--- src/rtl/iomem_arbiter.sv ---
// rtl/iomem_arbiter.sv - two-master round-robin arbiter onto a shared IO-register bus
//
// Optional feature macro: IOMEM_ARBITER_TIMEOUT_EN (stalled-access timeout)
//
// Ports:
//   clk, reset                    system clock, synchronous active-high reset
//   m0_* / m1_*                   master request (valid/wstrb/addr/wdata) and
//                                 completion (ready pulse, rdata gated by ready)
//   iomem_valid/wstrb/addr/wdata  shared bus request, driven from granted master
//   iomem_ready/rdata             shared bus completion and read data
//   err_timeout                   one-cycle pulse on a force-completed access

module iomem_arbiter #(
   parameter int TIMEOUT_CYCLES = 16
) (
   input  logic        clk,
   input  logic        reset,
   input  logic        m0_valid,
   output logic        m0_ready,
   input  logic [3:0]  m0_wstrb,
   input  logic [31:0] m0_addr,
   input  logic [31:0] m0_wdata,
   output logic [31:0] m0_rdata,
   input  logic        m1_valid,
   output logic        m1_ready,
   input  logic [3:0]  m1_wstrb,
   input  logic [31:0] m1_addr,
   input  logic [31:0] m1_wdata,
   output logic [31:0] m1_rdata,
   output logic        iomem_valid,
   output logic [3:0]  iomem_wstrb,
   output logic [31:0] iomem_addr,
   output logic [31:0] iomem_wdata,
   input  logic        iomem_ready,
   input  logic [31:0] iomem_rdata,
   output logic        err_timeout
);

   typedef enum logic {S_IDLE, S_BUSY} state_t;

   state_t      r_state;
   logic        r_grant;
   logic        r_last;

   logic        w_busy;
   logic        w_gvalid;
   logic        w_timeout;
   logic        w_done;
   logic [31:0] w_rdata;

   // Qualifying with reset keeps a mid-access reset from producing a ready pulse.
   assign w_busy   = (r_state == S_BUSY) && !reset;
   assign w_gvalid = r_grant ? m1_valid : m0_valid;

`ifdef IOMEM_ARBITER_TIMEOUT_EN
   logic [7:0] r_wait;

   assign w_timeout = w_busy && w_gvalid && !iomem_ready &&
                      (r_wait == 8'(TIMEOUT_CYCLES - 1));

   // Held at zero through IDLE so it starts from zero on every BUSY entry.
   always_ff @(posedge clk) begin
      if (reset || r_state == S_IDLE)
         r_wait <= '0;
      else if (!iomem_ready)
         r_wait <= r_wait + 8'd1;
   end
`else
   logic w_unused_timeout_cfg;

   assign w_timeout            = 1'b0;
   assign w_unused_timeout_cfg = ^8'(TIMEOUT_CYCLES);
`endif

   assign w_done  = w_busy && w_gvalid && (iomem_ready || w_timeout);
   assign w_rdata = w_timeout ? 32'hFFFF_FFFF : iomem_rdata;

   assign iomem_valid = w_busy && w_gvalid;
   assign iomem_wstrb = r_grant ? m1_wstrb : m0_wstrb;
   assign iomem_addr  = r_grant ? m1_addr  : m0_addr;
   assign iomem_wdata = r_grant ? m1_wdata : m0_wdata;

   assign m0_ready    = w_done && !r_grant;
   assign m1_ready    = w_done &&  r_grant;
   assign m0_rdata    = m0_ready ? w_rdata : 32'd0;
   assign m1_rdata    = m1_ready ? w_rdata : 32'd0;
   assign err_timeout = w_timeout;

   always_ff @(posedge clk) begin
      if (reset) begin
         r_state <= S_IDLE;
         r_grant <= 1'b0;
         r_last  <= 1'b1;   // m0 wins the first tie
      end else begin
         case (r_state)
            S_IDLE: begin
               if (m0_valid || m1_valid) begin
                  // On a tie, serve whichever master was not served last.
                  r_grant <= (m0_valid && m1_valid) ? ~r_last : m1_valid;
                  r_state <= S_BUSY;
               end
            end
            S_BUSY: begin
               if (!w_gvalid) begin
                  r_state <= S_IDLE;          // abort, last-served untouched
               end else if (w_done) begin
                  r_last  <= r_grant;
                  r_state <= S_IDLE;
               end
            end
            default: r_state <= S_IDLE;
         endcase
      end
   end

endmodule

--- config.mk ---
export PLATFORM = sky130hd
export DESIGN_NAME = iomem_arbiter
export DESIGN_NICKNAME = d
export VERILOG_FILES = /design/src/rtl/iomem_arbiter.sv
export SDC_FILE = /design/constraint.sdc
export NUM_CORES = 1
export LEC_CHECK = 0
export ABC_CLOCK_PERIOD_IN_PS = 1200
export CORE_AREA = 2 2 120 122
export DETAILED_ROUTE_END_ITERATION = 10
export DIE_AREA = 0 0 122 124
export GPL_TIMING_DRIVEN = 0
export PLACE_DENSITY_LB_ADDON = 0.3
export SYNTH_ARGS = -nofsm -noshare
export SYNTH_HDL_FRONTEND = slang
export SYNTH_SLANG_ARGS = --single-unit
--- constraint.sdc ---
create_clock -name clk -period 1.2 [get_ports clk]
set_input_delay 0.18 -clock clk [delete_from_list [all_inputs] [get_ports clk]]
set_output_delay 0.18 -clock clk [all_outputs]
set_load 0.1 [all_outputs]
==> results of run 1 <==
## power by group through the flow
stage / logic, mW / registers, mW / clock network (mW)
finish: 3.88 / 0.114 / 0.534
global route: 4.00 / 0.115 / 0.556
CTS: 3.46 / 0.115 / 0.541
detailed placement: 3.18 / 0.114 / 0
global placement: 3.16 / 0.113 / 0
floorplan: 2.13 / 0.113 / 0
## synthesized netlist by cell type (2+ instances only)
library cell	count
mux2_2	68
and2_1	64
buf_2	8
o21ai_0	4
a21oi_1	3
buf_6	3
dfxtp_1	3
nand2_1	3
buf_4	2
clkbuf_2	2
inv_1	2
## worst min-delay path by stage
stage	startpoint	slack, ps	to
floorplan	reset	240	r_grant$_SDFFE_PP0P_
global placement	r_last$_SDFFE_PP1P_	490	r_last$_SDFFE_PP1P_
detailed placement	r_last$_SDFFE_PP1P_	530	r_last$_SDFFE_PP1P_
CTS	m0_valid	430	r_state$_SDFF_PP0_
global route	m0_valid	440	r_state$_SDFF_PP0_
finish	m0_valid	430	r_state$_SDFF_PP0_
## cell families after synthesis
family / Yosys count / synth area share
flops: 3 / 0.0415
other cells: 1 / 0.00259
simple gates: 73 / 0.319
mux: 68 / 0.529
buf+inv: 17 / 0.0735
compound gates: 9 / 0.0346
## cell type report
type                            instances  area (sq um)  share of cell area
Antenna cell                            2          5.00            0.000708
Buffer                                 15           275              0.0390
Clock buffer                            4          78.8              0.0112
Inverter                                2          7.51             0.00106
Multi-Input combinational cell        151          1740               0.247
Sequential cell                         3          67.6             0.00956
Tap cell                              180           225              0.0319
Timing Repair Buffer                  326          4660               0.660
## per-layer routing
layer	global-route usage	routed length (microns)
met5	0	16
met4	0.0115	46
met3	0.0595	1380
met2	0.253	6490
met1	0.114	3210
## critical path, cell delays in order, from the launching register on
cell       delay, ps
dfxtp_4          360
nand2_4           80
nor3_4           220
buf_12           170
clkbuf_16        150
and2_4           150
buf_12           160
## sequential cells by signal, indices dropped and copies added (netlist names)
signal and flops:
r_state 1, r_grant 1, r_last 1
## timing repair
action                     in CTS  in global routing
setup endpoints to repair     136                136
gates resized for setup      1091                149
cloned                          3                  8
pin swaps                       4                  3
buffers inserted                2                  6
==> metrics list, run 1 <==
- Status: finished with violations
- Violated checks: setup timing
- The worst setup path is launched from a flip-flop.
- In this run the critical register-to-register path is captured at r_state$_SDFF_PP0_.
* Clock network latency to the later pin of the worst-skew pair: 230 ps
- In this run the register-to-register setup slack is 70 ps.
- After detailed placement, the design holds a cell count of 658.
* Vias in the first global route: 2,823
- Worst hold stages: 3
- Placer congestion estimate: 0.818
- After detailed routing, the number of remaining DRC violations is 0.
- Yosys mapped the design onto 20 distinct sky130hd cell types.
- Across every metal layer, demand over resource in global routing totals 0.124.
- Once placement finished, the instance area stood at 5240 sq um.
- The final layout contains routed wiring with a total length of 11,100 microns.
* Ys Warns: 0
- Setup violations remaining at the end of the flow were counted as 135.
- Clock buffers created by TritonCTS: 3
- Core region area: 13,700 sq um
- Dpl ws: -1800 ps
* Synthesized Nets: 344
* Worst setup path startpoint: r_state$_SDFF_PP0_
- Largest net degree at the start of global routing: 11
* Setup Skew: 2.28 ps
- Worst Path Required: 1020 ps
- The wire-length estimate of the detail-placed layout is 8390 microns.
- Counting I/O delays and the setup requirement, the final critical path takes 1710 ps.
* Final non-filler cell area: 7070 sq um
* Max frequency: 586 MHz
- The clock passes through at most 2 buffers.
- After clock tree synthesis, the clock-pin slew on the worst setup and hold paths is 30 ps.
- Type of destination of the critical path: primary output
* Final Hold Violating Endpoints: 0
- Total clock sinks: 3
- Worst min-delay path class: in2reg
- Via Count: 2,619
- Across the run, the number of max-cap violations was 0.
* Leading post-synthesis cells by cell area: mux2_2 (53%), and2_1 (28%), dfxtp_1 (4.1%)
- Sequential cell area fraction in the yosys report: 0.0415
- Total negative slack: -62,260 ps
- Comb power frac: 0.857
- Reported net switching power: 2.24 mW
* TritonCTS clock tree: built
* Cell-internal power: 2.29 mW
* Final total power: 4.53 mW
* Count of standard-cell rows: 43
- In this run the tool buffered the top-level ports with 307 buffer cells.
- Counting flops with a built-in enable in the synthesized netlist gives 0.
- Among all flip-flop cells after synthesis, the most frequent one is dfxtp_1.
- Power per unit of standard cell area: 641 nW/um^2
- STA puts the critical path data arrival time at 1530 ps.
- In the finished design, the share of the clock period the worst path needs comes to 1.42.
- Die span in y: 124 microns
- Count of mapped cells out of synthesis: 171
* Share of synthesized registers carrying an async set or reset: 0
* Initial antenna violation count: 3
- The most critical setup path has its endpoint at m0_rdata[30].
- Layout cell share with drive strength beyond 1: 0.623
- After the flow finishes, the layout carries non-filler instances totaling 683.
* Critical path peak fanout: 8
- Counting cells, the worst reg-to-reg path comes to 5.
* Die Span X: 122 microns
- Final count of pins violating max slew: 0
- Of the total power, the share spent switching nets is 0.495.
* Cell taking the most area after synthesis: mux2_2
- Reg2reg start: r_grant$_SDFFE_PP0P_
* I/O pin count: 309
- For this run, the detailed router's first-pass iteration total came to 4.
* Synthesis-stage register bit count: 3
- Unrepaired setup endpoints after global routing: true
- Clock H-tree levels: 1
* Die area: 15,100 sq um
- VDD sags by at most 0.387 mV.
- On the final layout, the worst hold slack is 430 ps.
- Post-CTS Hold Fix Bufs: 0
- CTS placed an instance of clkbuf_16 at the clock tree root.
- Synthesized cell area: 1450 sq um
- For this run, the post-layout net count is 675.
* Post-DR vias/cell: 3.83
- Area share of the leading cell type in the synthesized netlist: 0.529
* Antenna-violating nets left: 0
- Utilization after layout: 0.515
- After the first detailed-routing iteration, the DRC count stood at 28.
- Global routing finished with a remaining overflow of 0.
* Highest-count cells in the layout ignoring fill and taps: clkdlybuf4s50_1 (168), buf_12 (137), mux2_4 (68)
- Power share of the sequential group: 0.025
* Most common cell after layout, fill and taps aside: clkdlybuf4s50_1
- Clock network fraction of design power: 0.118
- In this run the mean area of a mapped cell was 8.47 sq um.
- Setup slack on the critical path of the routed design comes to -505 ps.
- Initial Utilization: 0.106
* Synth-to-Final Area Change: 388%
* Static Leak: 3.00 nW
* Number of fillers in the final layout: 1,169
- Crit path kind: reg2out
- The first global-routing pass estimated 14,700 microns of wire.
- Routed wire length per instance: 16.3 microns
(Power assumes the default switching activity.)
==> inputs of run 2 (changes only) <==
ABC_CLOCK_PERIOD_IN_PS = 2200   (was 1200)
CAP_MARGIN = 15   (was unset)
CORE_AREA = 2 2 121 123   (was 2 2 120 122)
DIE_AREA = 0 0 123 125   (was 0 0 122 124)
clock period = 2.2 ns   (was 1.2 ns; I/O delays follow)
==> run 2 against run 1 <==
Net effect:
- the flow now finishes without violations
- non-clock buffer count shrank 16
- wire length shrank 12%
- sequential power shrank 46%
- hold slack gained 18 ps
- largest power group unchanged
- critical endpoint is now m1_rdata[10]
- clock skew shrank 2.2 ps
- highest routed layer unchanged
- largest cell class unchanged
==> metrics list, run 2 (synthesized netlist as in run 1, its figures left out) <==
- The tree is rooted in a clkbuf_16.
* Placer congestion estimate: 0.780 (-4.7%)
* Die span in y: 125 microns (+0.81%)
- The count of endpoints failing setup in the final report is 0 (-100%).
- The vias after detailed routing was 2,521 (-3.7%).
- Die area: 15,400 sq um (+1.6%)
* Overall fraction of global-route tracks in use: 0.116 (-0.00801)
- The min-delay analysis places its worst path in the category in2reg.
- The routed length per instance is 14.7 microns (-9.8%).
- The number of top-level pins was 309 (unchanged).
- TritonCTS clock tree: built
* Comb power frac: 0.816 (-0.041)
* Number of iterations in the first detailed-routing pass: 2 (-2)
* Most common cell after layout, fill and taps aside: clkdlybuf4s50_1
- The top cell types in the final layout, fill and taps aside, are clkdlybuf4s50_1 (169), buf_2 (77), mux2_2 (68).
- The CTS buffer count is 3 (unchanged).
- Synth-to-Final Area Change: 239%
* Total overflow reported by the global router: 0 (unchanged)
* Status: finished clean
- Setup repair after global routing left no endpoint under its margin.
* Setup Skew: 0.122 ps (-2.16 ps)
- The number of remaining DRC errors was 0 (unchanged).
- Worst vdd rail ir drop: 0.201 mV (-48%)
* Net count of the finished layout: 659 (-2.4%)
* Die Span X: 123 microns (+0.82%)
* Count of input and output buffers: 307 (unchanged)
- For the pin with the worst max-slew slack, the measured transition is 561 ps.
* Final Hold Violating Endpoints: 0 (unchanged)
- Initial antenna violation count: 1 (-2)
- Vias in the first global route: 2,683 (-5.0%)
- The total power of the final layout was 1.90 mW (-58%).
- The data required time at the worst endpoint is 1870 ps (+850 ps).
* Final non-filler cell area: 4910 sq um (-30%)
* Min cycle time layout: 2130 ps
- The number of diodes added for antenna fixing came to 0 (-2).
- The total routed wirelength is 9850 microns (-12%).
- Switching fraction of total power: 0.586 (+0.0906)
* Power share of the sequential group: 0.033 (+0.008)
- The largest registers in the layout are r_grant x1, r_last x1, r_state x1.
* Layout cell share with drive strength beyond 1: 0.532 (-0.0908)
- By startpoint and endpoint, the worst setup path is classified as in2out.
* Total clock sinks: 3 (unchanged)
- The data arrival time of the critical path came to 1800 ps (+270 ps).
- The number of max-cap violations is 0 (unchanged).
- Clock network latency to the later pin of the worst-skew pair: 220 ps (about the same)
- Max frequency: 470 MHz
* Static Leak: 2.12 nW (-29%)
- Count of standard-cell rows: 44 (+2.3%)
- Core region area: 14,200 sq um (+3.5%)
- Clock H-tree levels: 1 (unchanged)
- Utilization after layout: 0.346 (-0.169)
- Number of buffers on the longest clock path: 2 (unchanged)
- The first-pass GRT wire length is 14,000 microns (-4.4%).
- Post-DR vias/cell: 3.77 (-1.7%)
- Power per unit of standard cell area: 387 nW/um^2 (-40%)
- Cell area reported after detailed placement: 4770 sq um (-9.0%)
* Antenna-violating nets left: 0 (unchanged)
* Clock network fraction of design power: 0.151 (+0.033)
* Final count of pins violating max slew: 0 (unchanged)
* Sum of net half-perimeters after detailed placement: 8340 microns (-0.66%)
* Period Utilization, post-route: 0.968
- Largest net degree at the start of global routing: 11 (unchanged)
- The quantity of hold-fixing buffers added after cts came to 0 (unchanged).
- Critical path peak fanout: 10 (+2)
* Cell-internal power: 0.787 mW (-66%)
* Initial DRC count: 31 (+11%)
- Type of destination of the critical path: primary output
- Worst slew slack as a fraction of its limit: 0.628
* Initial Utilization: 0.102 (-0.00360)
- The clock transition at the registers of the reported paths was 30 ps (about the same).
* Startpoint types: primary input
- Reported net switching power: 1.11 mW (-50%)
==> run 2: final cells by class <==
cell class              count  area, sq um
plain buffers              15          113
clock buffers               4         78.8
fillers                  1508         9290
inverters                   2         7.51
multi-input cells         151         1360
flip-flops and latches      3         60.1
well taps                 184          230
repair buffers            310         3060
==> run 2: worst max-delay path, stage by stage <==
cell,delay (ps)
clkdlybuf4s50_1,520
nand2_2,110
nor3_4,160
buf_12,140
buf_6,120
and2_1,130
buf_4,280
==> run 2: path summary, 6_finish.rpt <==
kind	from	endpoint	slack, ps	cells after the start
min	m0_valid	r_state$_SDFF_PP0_	450	3
max reg2reg	r_grant$_SDFFE_PP0P_	r_grant$_SDFFE_PP0P_	1010	4
min reg2reg	r_last$_SDFFE_PP1P_	r_last$_SDFFE_PP1P_	530	2
max	m1_valid	m1_rdata[10]	70	7
==> run 2: routing by layer <==
metal  vias up  global-route usage  share of wire
met5         -                   0         0.0016
met2       171               0.233           0.54
met1      1124               0.112           0.32
met4         2              0.0234         0.0080
met3         8              0.0379           0.12
li1       1216                   -              -
==> run 2: what timing repair did <==
| action | 4_1_cts | 5_1_grt |
|---|---|---|
| buffers inserted | 3 | 0 |
| pin swaps | 3 | 0 |
| endpoints found under the setup margin | 135 | 117 |
| endpoints found under the hold margin | 0 | 0 |
| resized for setup | 759 | 118 |
==> run 2: power by group through the flow <==
| stage | clock network [mW] | registers [mW] | logic [mW] |
|---|---|---|---|
| after detailed placement | 0 | 0.0616 | 1.63 |
| after global placement | 0 | 0.0612 | 1.63 |
| after global routing | 0.300 | 0.0623 | 1.60 |
| after floorplan | 0 | 0.0608 | 1.06 |
| final | 0.287 | 0.0621 | 1.55 |
| after CTS | 0.291 | 0.0611 | 1.62 |
==> run 2: metrics by stage <==
step	cells	setup WS, ps	setup TNS [ps]	hold WS [ps]
after floorplan	171	15.1	0	399
after global placement	662	-1250	-85800	488
after detailed placement	662	-1260	-88330	511
after CTS	669	-2.60	-3.67	514
after global routing	669	8.93	0	479
final	669	70.3	0	448
==> inputs of run 3 (changes only) <==
ABC_CLOCK_PERIOD_IN_PS = unset   (was 2200)
CTS_BUF_LIST = sky130_fd_sc_hd__clkbuf_4   (was unset)
clock period = 2.3 ns   (was 2.2 ns; I/O delays follow)
==> run 3 against run 2 <==
Net effect:
- largest power group unchanged
- global-route usage is 0.42 points lower
- wire length is 1.3% lower
- critical path depth stayed put
- register-to-register slack better by 120 ps
- highest routed layer unchanged
==> metrics list, run 3 (synthesized netlist as in run 1, its figures left out) <==
- The number of antenna violations at the first check in global routing came to 1 (unchanged).
- STA classifies the critical path startpoint as a primary input.
* Cell area reported after detailed placement: 4770 sq um (unchanged)
- The via density per instance is 3.75 (-0.57%).
- The path class of the tightest hold or removal check is reg2reg.
- Total overflow reported by the global router: 0 (unchanged)
- Final non-filler cell area: 4920 sq um (+0.18%)
- Final WL: 9720 microns (-1.3%)
- Max frequency: 449 MHz
- Sum of net half-perimeters after detailed placement: 8340 microns (unchanged)
- Clock H-tree levels: 1 (unchanged)
- Final Hold Violating Endpoints: 0 (unchanged)
- The total number of clock tree sinks came to 3 (unchanged).
* Longest individual stage delay on the worst path: 520 ps (about the same)
- Cell type group with the largest total delay on the critical path: buffers and inverters
- First-pass GRT wire length: 13,600 microns (-3.4%)
- Initial DRC count: 40 (+29%)
* Antenna-violating nets left: 0 (unchanged)
- The data arrival time of the critical path was 1880 ps (+80 ps).
- The fraction of layout instances using a drive strength above 1 was 0.498 (-0.0340).
- Clock network fraction of design power: 0.061 (-0.090)
- Routed wire length per instance: 14.6 microns (-1.1%)
- Static Leak: 2.07 nW (-2.1%)
- The vias after detailed routing is 2,503 (-0.71%).
* Clock network latency to the later pin of the worst-skew pair: 230 ps (about the same)
- The x dimension of the die is 123 microns (unchanged).
- Number of buffers on the longest clock path: 2 (unchanged)
* Synth-to-Final Area Change: 240%
- The max-slew violation total from the final report came to 0 (unchanged).
- Initial Utilization: 0.102 (unchanged)
- Max-capacitance violation count: 0 (unchanged)
- Power per unit of standard cell area: 341 nW/um^2 (-12%)
- The total routing usage reported by global routing came to 0.112 (-0.00421).
- Critical-path top delay cell: clkdlybuf4s50_1
- TritonCTS clock tree: built
- Highest-count cells in the layout ignoring fill and taps: clkdlybuf4s50_1 (170), mux2_2 (68), and2_1 (52)
- Critical-path cell list: clkdlybuf4s50_1, nand2_2, nor3_4, buf_12, buf_6, and2_1, buf_4
- The power share of the sequential group is 0.035 (+0.002).
- Utilization after layout: 0.347 (+0.000617)
- Crit path kind: in2out
* I/O pin count: 309 (unchanged)
- The run finished with clean final reports.
- Switching fraction of total power: 0.623 (+0.0366)
- The power spent charging and discharging nets came to 1.04 mW (-6.3%).
* Final number of setup-violating endpoints: 0 (unchanged)
* Count of input and output buffers: 307 (unchanged)
* Setup Skew: 1.24 ps (+1.12 ps)
* Largest registers: r_grant x1, r_last x1, r_state x1
- The cell row count is 44 (unchanged).
- The slew at the pin closest to its max-slew limit came to 573 ps (+11.6 ps).
- Critical path peak fanout: 10 (unchanged)
* Total negative slack: 0 ps (unchanged)
* Buffers plus inverters on the worst setup path: 4 (unchanged)
- The number of diodes added for antenna fixing came to 0 (unchanged).
* Cell-internal power: 0.633 mW (-20%)
* Largest net degree at the start of global routing: 11 (unchanged)
- The worst setup path is captured at a primary output.
* Remaining routing DRC violations: 0 (unchanged)
- The net count reported at finish came to 658 (-0.15%).
- Most common cell after layout, fill and taps aside: clkdlybuf4s50_1
- The last weighted congestion value of the routability-driven placer is 0.780 (unchanged).
* Die area: 15,400 sq um (unchanged)
- The headroom to the max-slew limit is 0.620 (-0.00769).
* Vias in the first global route: 2,615 (-2.5%)
* Dpl ws: -1190 ps (+70.0 ps)
* Period Utilization, post-route: 0.969
- Clock-pin slew on the worst setup and hold paths: 30 ps (about the same)
- The worst vdd rail ir drop is 0.194 mV (-3.3%).
- The CTS buffer count was 3 (unchanged).
- Die span in y: 125 microns (unchanged)
* Final total power: 1.68 mW (-12%)
* Final WS setup: 72.2 ps (+1.93 ps)
- Number of iterations in the first detailed-routing pass: 4 (+2)
- The data required time at the worst endpoint was 1960 ps (+90 ps).
- Clock root buffer: clkbuf_4
- Min cycle time layout: 2230 ps
* Comb power frac: 0.904 (+0.088)
- Core region area: 14,200 sq um (unchanged)
-- run 3: cell types whose count changed in the layout (fill, tap and decap cells not counted), moves of 3 or more --
cell and change:
and2_1 +17, buf_8 +13, buf_6 -5, clkbuf_16 -3
and2_4 -17, clkbuf_4 +6, buf_12 -18, buf_4 +4
buf_2 -39, clkdlybuf4s15_2 +43
-- run 3: worst paths after layout --
path	start	to	slack, ps	cells past startpoint
worst min register to register	r_last$_SDFFE_PP1P_	r_last$_SDFFE_PP1P_	520	2
worst max register to register	r_grant$_SDFFE_PP0P_	r_grant$_SDFFE_PP0P_	1130	4
worst max-delay path	m1_valid	m1_rdata[4]	70	7
worst min-delay path	r_last$_SDFFE_PP1P_	r_last$_SDFFE_PP1P_	520	2
-- run 3: timing repair --
action                     CTS  global route
buffers inserted             2             0
pin swaps                    2             0
hold buffers                 0             0
gates resized for setup    642            95
setup endpoints to repair  135            70
-- run 3: worst reg2reg max path, stage by stage, from the launching register on --
cell and delay, ps:
dfxtp_1 330, buf_4 180, buf_2 290, o21ai_0 140, a21oi_1 160
-- run 3: area by class of cell --
class	count	area, sq um
buffer	15	104
timing repair buffer	309	3170
sequential	3	60.1
fill	1493	9280
multi-input combinational	151	1320
tap	184	230
clock buffer	4	30.0
inverter	2	7.51
-- run 3: power groups by stage --
stage / Combinational, mW / Clock (mW) / Sequential, mW
after floorplan: 1.01 / 0 / 0.0582
after global routing: 1.57 / 0.113 / 0.0592
final: 1.52 / 0.103 / 0.0589
after global placement: 1.56 / 0 / 0.0585
after CTS: 1.54 / 0.108 / 0.0583
after detailed placement: 1.56 / 0 / 0.0589
-- run 3: per-stage QoR --
stage | cells | hold slack (ps)
6_report | 668 | 517
5_1_grt | 668 | 558
4_1_cts | 668 | 519
3_5_place_dp | 662 | 511
3_3_place_gp | 662 | 488
2_1_floorplan | 171 | 414
-- run 3: per-layer routing --
metal,track usage,vias up,part of all wire
li1,-,1213,-
met1,0.110,1111,0.33
met2,0.223,171,0.54
met3,0.0374,6,0.12
met4,0.0201,2,0.0066
met5,0,-,0.0016
